<file path="config.mk">
export PLATFORM = sky130hd
export DESIGN_NAME = trdb_trigger
export DESIGN_NICKNAME = d
export VERILOG_FILES = /design/src/rtl/trdb_trigger.sv
export SDC_FILE = /design/constraint.sdc
export NUM_CORES = 1
export LEC_CHECK = 0
export BUFFER_PORTS_ARGS = -buffer_cell sky130_fd_sc_hd__buf_4
export CORE_ASPECT_RATIO = 1.1
export CORE_MARGIN = 2
export CORE_UTILIZATION = 49
export DETAILED_ROUTE_END_ITERATION = 16
export PLACE_DENSITY = 0.76
export REMOVE_ABC_BUFFERS = 1
export SYNTH_ARGS = -nofsm -noshare
export SYNTH_HDL_FRONTEND = slang
export SYNTH_SLANG_ARGS = --single-unit
</file>
<file path="constraint.sdc">
create_clock -name clk_i -period 3 [get_ports clk_i]
set_clock_uncertainty 0.2 [all_clocks]
set_input_delay 0.6 -clock clk_i [delete_from_list [all_inputs] [get_ports clk_i]]
set_output_delay 0.6 -clock clk_i [all_outputs]
set_load 0.005 [all_outputs]
</file>
<file path="src/rtl/trdb_trigger.sv">
// trdb_trigger: address-match trigger unit feeding the trace register block.
// Watches retired instructions and issues one-cycle trace on/off requests when
// the (hit-count qualified) start and stop addresses are seen.
//
// Ports:
//   clk_i, rst_i          clock, asynchronous active-high reset
//   cfg_en_i              trigger enable (0 forces IDLE)
//   cfg_rearm_i           1: back to ARMED after stop, 0: go to DONE
//   cfg_start_addr_i      start match address   (latched on arm/rearm)
//   cfg_stop_addr_i       stop match address    (latched on arm/rearm)
//   cfg_start_cnt_i       start hits required, 0 means 1 (latched)
//   cfg_stop_cnt_i        stop hits required, 0 means 1 (latched)
//   iretire_i, iaddr_i    retired-instruction strobe and address
//   trace_req_on_o        one-cycle registered request to start tracing
//   trace_req_off_o       one-cycle registered request to stop tracing
//   tracing_o             high while in TRACING
//   state_o               IDLE=0, ARMED=1, TRACING=2, DONE=3
module trdb_trigger #(
    parameter int XLEN      = 32,
    parameter int HIT_CNT_W = 8
) (
    input  logic                 clk_i,
    input  logic                 rst_i,
    input  logic                 cfg_en_i,
    input  logic                 cfg_rearm_i,
    input  logic [XLEN-1:0]      cfg_start_addr_i,
    input  logic [XLEN-1:0]      cfg_stop_addr_i,
    input  logic [HIT_CNT_W-1:0] cfg_start_cnt_i,
    input  logic [HIT_CNT_W-1:0] cfg_stop_cnt_i,
    input  logic                 iretire_i,
    input  logic [XLEN-1:0]      iaddr_i,
    output logic                 trace_req_on_o,
    output logic                 trace_req_off_o,
    output logic                 tracing_o,
    output logic [1:0]           state_o
);

    typedef enum logic [1:0] {
        IDLE    = 2'd0,
        ARMED   = 2'd1,
        TRACING = 2'd2,
        DONE    = 2'd3
    } state_t;

    localparam int CW = HIT_CNT_W + 1;

    state_t                 state;
    logic [HIT_CNT_W-1:0]   hit_cnt;
    logic [XLEN-1:0]        start_addr;
    logic [XLEN-1:0]        stop_addr;
    logic [HIT_CNT_W-1:0]   start_cnt;
    logic [HIT_CNT_W-1:0]   stop_cnt;

    logic                   start_hit;
    logic                   stop_hit;
    logic [CW-1:0]          hit_next;
    logic [CW-1:0]          eff_start;
    logic [CW-1:0]          eff_stop;
    logic                   start_final;
    logic                   stop_final;

    assign start_hit = iretire_i && (iaddr_i == start_addr);
    assign stop_hit  = iretire_i && (iaddr_i == stop_addr);

    // Compare one bit wider than the counter so hit_cnt+1 cannot wrap.
    assign hit_next  = {1'b0, hit_cnt} + CW'(1);
    assign eff_start = (start_cnt == '0) ? CW'(1) : {1'b0, start_cnt};
    assign eff_stop  = (stop_cnt  == '0) ? CW'(1) : {1'b0, stop_cnt};
    assign start_final = (hit_next == eff_start);
    assign stop_final  = (hit_next == eff_stop);

    assign state_o = state;

    always_ff @(posedge clk_i or posedge rst_i) begin
        if (rst_i) begin
            state           <= IDLE;
            hit_cnt         <= '0;
            start_addr      <= '0;
            stop_addr       <= '0;
            start_cnt       <= '0;
            stop_cnt        <= '0;
            trace_req_on_o  <= 1'b0;
            trace_req_off_o <= 1'b0;
            tracing_o       <= 1'b0;
        end else begin
            trace_req_on_o  <= 1'b0;
            trace_req_off_o <= 1'b0;
            if (!cfg_en_i) begin
                // Disable wins over any same-cycle match; close an open
                // trace window so downstream is never left enabled.
                state           <= IDLE;
                hit_cnt         <= '0;
                tracing_o       <= 1'b0;
                trace_req_off_o <= (state == TRACING);
            end else begin
                case (state)
                    IDLE: begin
                        state      <= ARMED;
                        hit_cnt    <= '0;
                        start_addr <= cfg_start_addr_i;
                        stop_addr  <= cfg_stop_addr_i;
                        start_cnt  <= cfg_start_cnt_i;
                        stop_cnt   <= cfg_stop_cnt_i;
                    end
                    ARMED: begin
                        if (start_hit) begin
                            if (start_final) begin
                                state          <= TRACING;
                                hit_cnt        <= '0;
                                trace_req_on_o <= 1'b1;
                                tracing_o      <= 1'b1;
                            end else begin
                                hit_cnt <= hit_cnt + 1'b1;
                            end
                        end
                    end
                    TRACING: begin
                        // Only evaluated from the cycle after the start fired,
                        // so the start retirement never counts as a stop hit.
                        if (stop_hit) begin
                            if (stop_final) begin
                                hit_cnt         <= '0;
                                trace_req_off_o <= 1'b1;
                                tracing_o       <= 1'b0;
                                if (cfg_rearm_i) begin
                                    state      <= ARMED;
                                    start_addr <= cfg_start_addr_i;
                                    stop_addr  <= cfg_stop_addr_i;
                                    start_cnt  <= cfg_start_cnt_i;
                                    stop_cnt   <= cfg_stop_cnt_i;
                                end else begin
                                    state <= DONE;
                                end
                            end else begin
                                hit_cnt <= hit_cnt + 1'b1;
                            end
                        end
                    end
                    default: begin
                        state <= DONE;
                    end
                endcase
            end
        end
    end

endmodule

</file>
==> impl_metrics.tcl <==
set metrics [dict create \
    path_class "flop to flop" \
    fin_util_pct 64.9 \
    finalHoldViolations 0 \
    place_area_mm2 0.00652 \
    drc_errors 0 \
    die_h_um 113 \
    tns_ns 0 \
    areaGrowthSynthToFinish_pct 27.5 \
    dr.first_iter.drc_count 133 \
    timing.critical_path.to_type "flop" \
    seqPwrFrac_pct 42.1 \
    yosysWarnings 0 \
    worstPathArrival_ns 2.88 \
    postCtsSetupBuffers 0 \
    layout-drive-gt1-share_pct 44.7 \
    p_comb_share_pct 35.5 \
    cp-start-kind "flop" \
    syn_avg_cell_area_um2 12.8 \
    worstSkewPairLatency_ns 0.34 \
    setup_viol 0 \
    grt.total_usage_pct 21.2 \
    cts-root-buf "clkbuf_16" \
    ys_async_sr_fraction_pct 100 \
    relSlewSlack_pct 49.0 \
    p_switching_w 0.00142 \
    routedWlPerCell_um 17.1 \
    yosysUniqueCellTypes 46 \
    htreeDepth 3 \
    rows 39 \
    cap_violations 0 \
    fillCellCount 792 \
    cts_tree "yes" \
    maxSlewViolCount 0 \
    clk_pin_slew_ns 0.06 \
    p_int_w 0.00342 \
    grt_pass1_wl_mm 19.6 \
    synth-edff-count 0 \
    hp-class "primary input to async pin" \
    yosysSeqAreaShare_pct 43.6 \
    core_mm2 0.0105 \
    first_global_vias 4034 \
    worstMarginPinSlew_ns 0.764 \
    finish.instance_area_mm2 0.00681 \
    cp.required_ns 3.02 \
    grt_max_degree 43 \
    num_vias 3664 \
    p_sw_share_pct 29.4 \
    dp_hpwl_mm 9.31 \
    leakagePower_nw 3.20 \
    antenna_found_initial 0 \
    p_per_area_mw_per_mm2 711 \
    grt_overflow_total 0 \
    fin_crit_ns 2.86 \
    io-pin-count 122 \
    ys_seq_elements 93 \
    via_per_inst 5.23 \
    design_power_total_w 0.00484 \
    port_buffers 121 \
    outcome "complete, no violations" \
    clkPwrFrac_pct 22.5 \
    cp_max_fo 22 \
    peakVddDrop_uv 333 \
    final.setup.worst_slack_ns 0.141 \
    cts_buffer_depth 2 \
    grt_setup_unrepaired "no" \
    place_worst_setup_slack_ns -0.104 \
    initial_core_util_pct 50.9 \
    place_congestion 0.846 \
    postSynthCellCount 416 \
    drt-pass1-iter-count 4 \
    die_x_um 104 \
    dieArea_mm2 0.0118 \
    syn_area_mm2 0.00534 \
    fin_crit_sh_pct 95.3 \
    fmax_mhz 350 \
    synth_ff_type "dfrtp_1" \
    cts_made_buffers 9 \
    nets 674 \
    clkSinkCount 93 \
    drt-total-wl_mm 11.9 \
    antenna_cells 0 \
    ant_nets 0 \
]
==> cells by family after synthesis <==
kind of cell	share of synthesized area, %
adders and majority gates	1.17
buffers and inverters	3.51
DFF	43.6
AOI/OAI and AO/OA	5.65
muxes	22.5
xor gates and xnor gates	14.7
and+or+nand+nor	8.88
==> metal layers <==
| layer | vias to the layer above | global-route usage, % | part of all wire, % |
|---|---|---|---|
| met5 | - | 0 | 0 |
| met4 | 0 | 6.04 | 1.5 |
| met3 | 17 | 5.09 | 5.5 |
| met2 | 114 | 37.4 | 49 |
| met1 | 1788 | 26.1 | 44 |
| li1 | 1745 | - | - |
==> repair_timing <==
item / in CTS / in global routing
setup endpoints to repair: 0 / 81
hold buffers: 0 / 0
gates resized for setup: 0 / 3
==> final timing paths <==
check / from / endpoint / slack, ns / cells after the start
setup / recovery: hit_cnt[0]$_DFFE_PP0P_ / stop_addr[18]$_DFFE_PP0P_ / 0.14 / 9
setup reg to reg: hit_cnt[0]$_DFFE_PP0P_ / stop_addr[18]$_DFFE_PP0P_ / 0.14 / 9
min in group clk_i: cfg_start_addr_i[1] / start_addr[1]$_DFFE_PP0P_ / 0.29 / 2
hold / removal: rst_i / start_cnt[4]$_DFFE_PP0P_ / 0.18 / 2
hold reg to reg: start_cnt[0]$_DFFE_PP0P_ / start_cnt[0]$_DFFE_PP0P_ / 0.33 / 1
max in group asynchronous: rst_i / stop_addr[9]$_DFFE_PP0P_ / 1.78 / 3
==> cell type report <==
type | count | area, um2 | area share, %
clock buffers | 11 | 253 | 3.71
clock inverters | 5 | 35.0 | 0.515
inverters | 10 | 38.8 | 0.570
multi-input cells | 292 | 2830 | 41.5
flip-flops and latches | 93 | 2330 | 34.2
well taps | 143 | 179 | 2.63
repair buffers | 146 | 1150 | 16.8
==> cells in the final DEF, fill, tap and decap left out, drive strengths merged, types with 4 or more instances in the layout <==
cell type	count
a21oi	8
and3	5
buf	146
clkbuf	11
clkinv	6
dfrtp	93
ha	5
inv	8
mux2	80
nand2	11
nand3	15
nand4	13
nor2	6
nor3	9
nor4	10
o211ai	4
o21ai	10
xnor2	68
xor2	14
==> synthesized netlist by cell type, types with 5 or more instances <==
cell      n  area (um2)
dfrtp_1  93        2330
a21oi_1   8        40.0
xor2_1   14         123
and3_1    5        31.3
buf_2     6        30.0
nor2_1    5        18.8
buf_6     8        90.1
ha_1      5        62.6
mux2_4   80        1200
nand4_1  12        75.1
nor4_1    9        56.3
xnor2_1  68         596
nand3_1  15        75.1
inv_1     9        33.8
nand2_1  11        41.3
o21ai_0   8        40.0
nor3_1    9        45.0
==> power by group through the flow <==
stage	combinational [W]	clock, W	sequential (W)
finish	0.00172	0.00109	0.00204
global route	0.00186	0.00116	0.00209
CTS	0.00173	0.00111	0.00204
detailed placement	0.00173	0	0.00205
global placement	0.00168	0	0.00202
floorplan	0.00135	0	0.00195
==> stage by stage <==
stage	hold WS [ns]	std cells
floorplan	0.282	395
global placement	0.312	684
detailed placement	0.316	684
CTS	0.204	700
global route	0.226	700
finish	0.180	700
==> sequential cells by signal (all words and copies together), names as in the netlist <==
register,flops
hit_cnt,8
start_addr,32
start_cnt,8
state_o,2
stop_addr,32
stop_cnt,8
trace_req_off_o,1
trace_req_on_o,1
tracing_o,1
==> worst max-delay path, stage by stage, from the launching register on <==
cell,delay [ns]
dfrtp_1,0.39
ha_2,0.23
and3_1,0.22
xnor2_1,0.24
xor2_1,0.18
o2111ai_1,0.24
nor4_4,0.36
o21ai_4,0.14
buf_12,0.20
mux2_4,0.31
(Power assumes the default switching activity.)
